### src/rtl/bp_ctrl_if.sv
// Fetch/decode-side signal bundle for the branch predictor controller.
// The pipeline side uses the master modport and bp_ctrl uses the slave modport.
// Optional: BP_STATS_EN adds the stat_br/stat_miss counter outputs.
interface bp_ctrl_if;
    logic        stall;
    logic        flush_exc;
    logic [31:0] PC_F;
    logic        BP_WR;
    logic [31:0] PC_BP;
    logic [31:0] PC_D;
    logic        br_D;
    logic        taken_D;
    logic [31:0] target_D;
    logic        mispred;
    logic [31:0] PC_FIX;
    logic        pred_D;
`ifdef BP_STATS_EN
    logic [31:0] stat_br;
    logic [31:0] stat_miss;
`endif

`ifdef BP_STATS_EN
    modport master (
        output stall, flush_exc, PC_F, PC_D, br_D, taken_D, target_D,
        input  BP_WR, PC_BP, mispred, PC_FIX, pred_D, stat_br, stat_miss
    );
    modport slave (
        input  stall, flush_exc, PC_F, PC_D, br_D, taken_D, target_D,
        output BP_WR, PC_BP, mispred, PC_FIX, pred_D, stat_br, stat_miss
    );
`else
    modport master (
        output stall, flush_exc, PC_F, PC_D, br_D, taken_D, target_D,
        input  BP_WR, PC_BP, mispred, PC_FIX, pred_D
    );
    modport slave (
        input  stall, flush_exc, PC_F, PC_D, br_D, taken_D, target_D,
        output BP_WR, PC_BP, mispred, PC_FIX, pred_D
    );
`endif
endinterface

### src/rtl/bp_ctrl.sv
// Dynamic branch predictor and mispredict-recovery controller.
// A direct-mapped BTB with 2-bit counters is looked up with the F-stage PC.
// The prediction follows the instruction into D, where it is checked against
// the actual resolution, and the table is trained there.
// Optional: BP_STATS_EN adds stat_br/stat_miss event counters.
module bp_ctrl #(
    parameter int IDX_W = 4,
    parameter int TAG_W = 8
) (
    input  logic     clk,
    input  logic     reset,
    bp_ctrl_if.slave bp
);
    localparam int N = 2 ** IDX_W;

    logic              valid_q [N];
    logic [TAG_W-1:0]  tag_q   [N];
    logic [31:0]       tgt_q   [N];
    logic [1:0]        ctr_q   [N];

    logic              pend_taken_q, pend_taken_d;
    logic [31:0]       pend_target_q, pend_target_d;

    logic [IDX_W-1:0]  idx_f, idx_d;
    logic [TAG_W-1:0]  tag_f, tag_d;
    logic              hit_f, hit_d;
    logic              active;
    logic              upd;
    logic              alias_clr;
    logic              mispred;
    logic              bp_wr;

    assign idx_f = bp.PC_F[IDX_W+1:2];
    assign tag_f = bp.PC_F[IDX_W+TAG_W+1:IDX_W+2];
    assign idx_d = bp.PC_D[IDX_W+1:2];
    assign tag_d = bp.PC_D[IDX_W+TAG_W+1:IDX_W+2];

    logic unused_pc_bits;
    assign unused_pc_bits = ^{bp.PC_F[1:0], bp.PC_F[31:IDX_W+TAG_W+2],
                              bp.PC_D[1:0], bp.PC_D[31:IDX_W+TAG_W+2]};

    // Lookup and D-stage check are purely combinational from registered state.
    always_comb begin
        hit_f     = valid_q[idx_f] && (tag_q[idx_f] == tag_f);
        hit_d     = valid_q[idx_d] && (tag_q[idx_d] == tag_d);
        bp_wr     = hit_f && ctr_q[idx_f][1];
        active    = !bp.stall && !bp.flush_exc;
        upd       = bp.br_D && active;
        alias_clr = !bp.br_D && pend_taken_q && active;
        mispred   = 1'b0;
        if (active) begin
            if (bp.br_D)
                mispred = (bp.taken_D != pend_taken_q) ||
                          (bp.taken_D && pend_taken_q && (bp.target_D != pend_target_q));
            else
                mispred = pend_taken_q;
        end
    end

    assign bp.BP_WR   = bp_wr;
    assign bp.PC_BP   = bp_wr ? tgt_q[idx_f] : 32'd0;
    assign bp.mispred = mispred;
    assign bp.PC_FIX  = (bp.br_D && bp.taken_D) ? bp.target_D : bp.PC_D + 32'd4;
    assign bp.pred_D  = pend_taken_q;

    // Next value of the prediction carried into D; squash beats the normal advance.
    always_comb begin
        pend_taken_d  = pend_taken_q;
        pend_target_d = pend_target_q;
        if (bp.flush_exc || mispred) begin
            pend_taken_d  = 1'b0;
            pend_target_d = 32'd0;
        end else if (!bp.stall) begin
            pend_taken_d  = bp_wr;
            pend_target_d = bp.PC_BP;
        end
    end

    // Pending prediction register.
    always_ff @(posedge clk) begin
        if (reset) begin
            pend_taken_q  <= 1'b0;
            pend_target_q <= 32'd0;
        end else begin
            pend_taken_q  <= pend_taken_d;
            pend_target_q <= pend_target_d;
        end
    end

    // BTB training at D-stage resolution; only valid bits need reset.
    always_ff @(posedge clk) begin
        if (reset) begin
            for (int i = 0; i < N; i++) valid_q[i] <= 1'b0;
        end else if (upd) begin
            if (hit_d) begin
                if (bp.taken_D) begin
                    if (ctr_q[idx_d] != 2'd3) ctr_q[idx_d] <= ctr_q[idx_d] + 2'd1;
                    tgt_q[idx_d] <= bp.target_D;
                end else if (ctr_q[idx_d] != 2'd0) begin
                    ctr_q[idx_d] <= ctr_q[idx_d] - 2'd1;
                end
            end else if (bp.taken_D) begin
                valid_q[idx_d] <= 1'b1;
                tag_q[idx_d]   <= tag_d;
                tgt_q[idx_d]   <= bp.target_D;
                ctr_q[idx_d]   <= 2'b10;
            end
        end else if (alias_clr) begin
            valid_q[idx_d] <= 1'b0;
        end
    end

`ifdef BP_STATS_EN
    logic [31:0] stat_br_q, stat_miss_q;

    // Event counters, wrapping naturally at 2**32.
    always_ff @(posedge clk) begin
        if (reset) begin
            stat_br_q   <= 32'd0;
            stat_miss_q <= 32'd0;
        end else begin
            if (upd)     stat_br_q   <= stat_br_q + 32'd1;
            if (mispred) stat_miss_q <= stat_miss_q + 32'd1;
        end
    end

    assign bp.stat_br   = stat_br_q;
    assign bp.stat_miss = stat_miss_q;
`endif
endmodule

### src/flat_wrapper.sv
// flat-port wrapper written by rule: the top's interface ports become plain ports
module bp_ctrl_flat 
#(
    parameter int IDX_W = 4,
    parameter int TAG_W = 8
)
  (clk, reset, bp_stall, bp_flush_exc, bp_PC_F, bp_PC_D, bp_br_D, bp_taken_D, bp_target_D, bp_BP_WR, bp_PC_BP, bp_mispred, bp_PC_FIX, bp_pred_D);
  bp_ctrl_if bp_i ();
  input  logic clk;
  input  logic reset;
  input wire logic [$bits(bp_i.stall)-1:0] bp_stall;
  input wire logic [$bits(bp_i.flush_exc)-1:0] bp_flush_exc;
  input wire logic [$bits(bp_i.PC_F)-1:0] bp_PC_F;
  input wire logic [$bits(bp_i.PC_D)-1:0] bp_PC_D;
  input wire logic [$bits(bp_i.br_D)-1:0] bp_br_D;
  input wire logic [$bits(bp_i.taken_D)-1:0] bp_taken_D;
  input wire logic [$bits(bp_i.target_D)-1:0] bp_target_D;
  output wire logic [$bits(bp_i.BP_WR)-1:0] bp_BP_WR;
  output wire logic [$bits(bp_i.PC_BP)-1:0] bp_PC_BP;
  output wire logic [$bits(bp_i.mispred)-1:0] bp_mispred;
  output wire logic [$bits(bp_i.PC_FIX)-1:0] bp_PC_FIX;
  output wire logic [$bits(bp_i.pred_D)-1:0] bp_pred_D;
  assign bp_i.stall = bp_stall;
  assign bp_i.flush_exc = bp_flush_exc;
  assign bp_i.PC_F = bp_PC_F;
  assign bp_i.PC_D = bp_PC_D;
  assign bp_i.br_D = bp_br_D;
  assign bp_i.taken_D = bp_taken_D;
  assign bp_i.target_D = bp_target_D;
  assign bp_BP_WR = bp_i.BP_WR;
  assign bp_PC_BP = bp_i.PC_BP;
  assign bp_mispred = bp_i.mispred;
  assign bp_PC_FIX = bp_i.PC_FIX;
  assign bp_pred_D = bp_i.pred_D;
  bp_ctrl #(.IDX_W(IDX_W), .TAG_W(TAG_W)) u_core (.clk(clk), .reset(reset), .bp(bp_i));
endmodule
### config.mk
export PLATFORM = sky130hd
export DESIGN_NAME = bp_ctrl_flat
export DESIGN_NICKNAME = d
export VERILOG_FILES = /design/src/rtl/bp_ctrl_if.sv /design/src/rtl/bp_ctrl.sv /design/src/flat_wrapper.sv
export SDC_FILE = /design/constraint.sdc
export NUM_CORES = 1
export LEC_CHECK = 0
export CORE_MARGIN = 10
export CORE_UTILIZATION = 64
export CTS_BUF_LIST = sky130_fd_sc_hd__clkbuf_16
export CTS_CLUSTER_DIAMETER = 200
export DETAILED_ROUTE_END_ITERATION = 10
export GPL_TIMING_DRIVEN = 0
export PLACE_DENSITY = 0.89
export SETUP_SLACK_MARGIN = 0.2
export SYNTH_ARGS = -nofsm -noshare
export SYNTH_HDL_FRONTEND = slang
export SYNTH_SLANG_ARGS = --single-unit
### constraint.sdc
create_clock -name clk -period 9.25 [get_ports clk]
set_input_delay 1.85 -clock clk [delete_from_list [all_inputs] [get_ports clk]]
set_output_delay 1.85 -clock clk [all_outputs]
set_load 0.01 [all_outputs]
==> flow_metrics.tcl <==
set metrics [dict create \
    drv_slew 0 \
    clockBufferDepth 3 \
    grt_overflow_total 0 \
    worst-path-max-fanout 10 \
    cts_resized 0 \
    die_h_um 240 \
    clock_sinks 721 \
    avgSynthCellArea_um2 18.7 \
    drive_gt1_frac 0.219 \
    ys_async_sr_fraction 0 \
    criticalPathCategory "in -> out" \
    groute.usage.overall 0.325 \
    startpoint_type "primary input" \
    numPortBuffers 146 \
    grt_pass1_vias 19500 \
    final_cell_mix "edfxtp_1, mux4_2, clkdlybuf4s50_1" \
    ys_types 54 \
    whs_ns 0.486 \
    wl_per_cell_um 36.3 \
    detailed_place_hpwl_um 56500 \
    fin_util 0.752 \
    postSynthCellCount 1645 \
    hold_viol_final 0 \
    numCtsBuffers 72 \
    nets 1988 \
    drtIter0Drc 3266 \
    crit_chain "clkdlybuf4s50_1, buf_1, clkbuf_1, mux2i_1, xnor2_1, nand3_1, nor4_2, buf_2, clkbuf_1, and2_1, clkdlybuf4s50_1" \
    clk_pin_slew_ns 0.06 \
    crit_slowest_cell "clkbuf_1" \
    grt_max_degree 25 \
    worstSetupEndpointType "primary output" \
    grt_pass1_wl_um 133000 \
    num_rows 80 \
    rsz0062_at_grt "no" \
    via_count 19200 \
    static-leakage-power_uw 0.0113 \
    post_cts_buffers 0 \
    worstPathRequired_ns 7.40 \
    cts_tree "done" \
    critical-path-top-delay-family "buffers and inverters" \
    clkLatencyLatePin_ns 0.63 \
    design_area_um2 35800 \
    synth-edff-count 688 \
    period_share 0.952 \
    fin_tns_setup_ns 0 \
    cts_hold_buffers 0 \
    antenna_found_initial 4 \
    place_ws_ns 0.692 \
    max_freq_ghz 0.114 \
    synth-main-ff-cell "edfxtp_1" \
    run_status "finished, violations left" \
    ir_drop_uv 171 \
    yosysWarnings 0 \
    hold_class "reg -> reg" \
    syn2layout_area_growth_pct 16.2 \
    violations "capacitance limit" \
    placed_area_um2 33500 \
    critPathArrivalTime_ns 6.95 \
    initial_core_util 0.647 \
    clockRootBuffer "clkbuf_16" \
    maxCapViolCount 2 \
    finalCriticalPeriod_ns 8.80 \
    slowest_delay_ns 0.78 \
    drcViolationCount 0 \
    viasPerCell 7.51 \
    dr.pass1.iters 9 \
    die_x_um 240 \
    synth-seq-area-share 0.691 \
    layout_commonest_cell "edfxtp_1" \
    setup_ws_ns 0.447 \
    routed_wl_um 92600 \
    gp_congestion 0.994 \
    syn_area_um2 30800 \
    antenna_left 0 \
    ys_ff_latch 721 \
    dieArea_um2 57400 \
    slew-limit-headroom 0.00185 \
    finalSetupViolations 0 \
    skew_ns 0.0300 \
    power.density_nw_per_um2 195 \
    core_um2 47600 \
    io_pins 169 \
    worstMarginPinSlew_ns 1.49 \
    syn_nets 1752 \
    htree_levels 3 \
    path_buf_inv 6 \
]
==> cells by family after synthesis <==
group / count (synthesis) / share of synthesized area
DFF: 721 / 0.691
and+or+nand+nor: 320 / 0.0549
muxes: 283 / 0.188
AOI/OAI and AO/OA: 125 / 0.0242
buffers and inverters: 116 / 0.0183
xor gates and xnor gates: 75 / 0.0213
adders and majority gates: 5 / 0.00203
==> stage by stage <==
step / instances / power (uW)
2_1_floorplan: 1645 / 3920
6_report: 2554 / 7000
4_1_cts: 2552 / 6970
3_5_place_dp: 2422 / 4150
3_3_place_gp: 2406 / 4130
5_1_grt: 2553 / 7140
==> where the power goes <==
group	switching [uW]	leakage, uW	internal (uW)
clock network	1240	0.00122	1660
logic	302	0.00367	209
registers	4.81	0.00646	3590
==> synthesized netlist by cell type (all sizes together), types with 10 or more instances <==
| cell type | count | share of area |
|---|---|---|
| a21oi | 37 | 0.0061 |
| and2 | 37 | 0.0075 |
| buf | 41 | 0.0091 |
| clkbuf | 65 | 0.0080 |
| dfxtp | 33 | 0.021 |
| edfxtp | 688 | 0.67 |
| inv | 10 | 0.0012 |
| mux2i | 40 | 0.013 |
| mux4 | 234 | 0.17 |
| nand2 | 97 | 0.012 |
| nand3 | 16 | 0.0026 |
| nand3b | 35 | 0.0085 |
| nand4 | 13 | 0.0026 |
| nor2 | 67 | 0.0082 |
| nor4 | 30 | 0.0088 |
| o21ai | 50 | 0.0081 |
| xnor2 | 23 | 0.0065 |
| xor2 | 52 | 0.015 |
==> registers in the layout (all words and copies together) (netlist names) <==
signal and cells:
u_core.valid_q 16, u_core.tag_q 128, u_core.bp.pred_D 1, u_core.ctr_q 32, u_core.tgt_q 512, u_core.pend_target_q 32
==> path summary, 6_finish.rpt <==
kind	startpoint	slack, ns	endpoint	cells past startpoint
max reg2reg	u_core.tag_q[12][2]	5.08	u_core.tag_q[8][0]	10
max	bp_PC_F[4]	0.45	bp_PC_BP[12]	11
min	u_core.pend_target_q[27]	0.49	u_core.pend_target_q[27]	2
min reg2reg	u_core.pend_target_q[27]	0.49	u_core.pend_target_q[27]	2
==> worst reg2reg max path: cells and delay by family, from the launching register on <==
family | cells | cell delay [ns]
buffers and inverters | 2 | 0.35
multiplexers | 2 | 0.78
AO/OA/AOI/OAI | 1 | 0.39
flip-flops | 1 | 0.40
AND/OR/NAND/NOR | 4 | 1.66
XOR/XNOR | 1 | 0.17
==> metal layers <==
layer	routed length [um]	vias to the layer above	track usage
li1	-	7171	-
met1	29500	9506	0.399
met2	43500	2008	0.509
met3	13700	490	0.113
met4	5840	6	0.167
met5	31	-	0
==> layout make-up <==
class                      count  area (um2)
tap                          615         769
timing repair buffer         162        1780
buffer                       106         528
multi-input combinational    808        9070
antenna                        2        5.00
sequential                   721       21300
clock inverter                55         428
clock buffer                  75        1880
fill                        2474       11800
inverter                      10        37.5
Power figures use the tool's default switching activity.
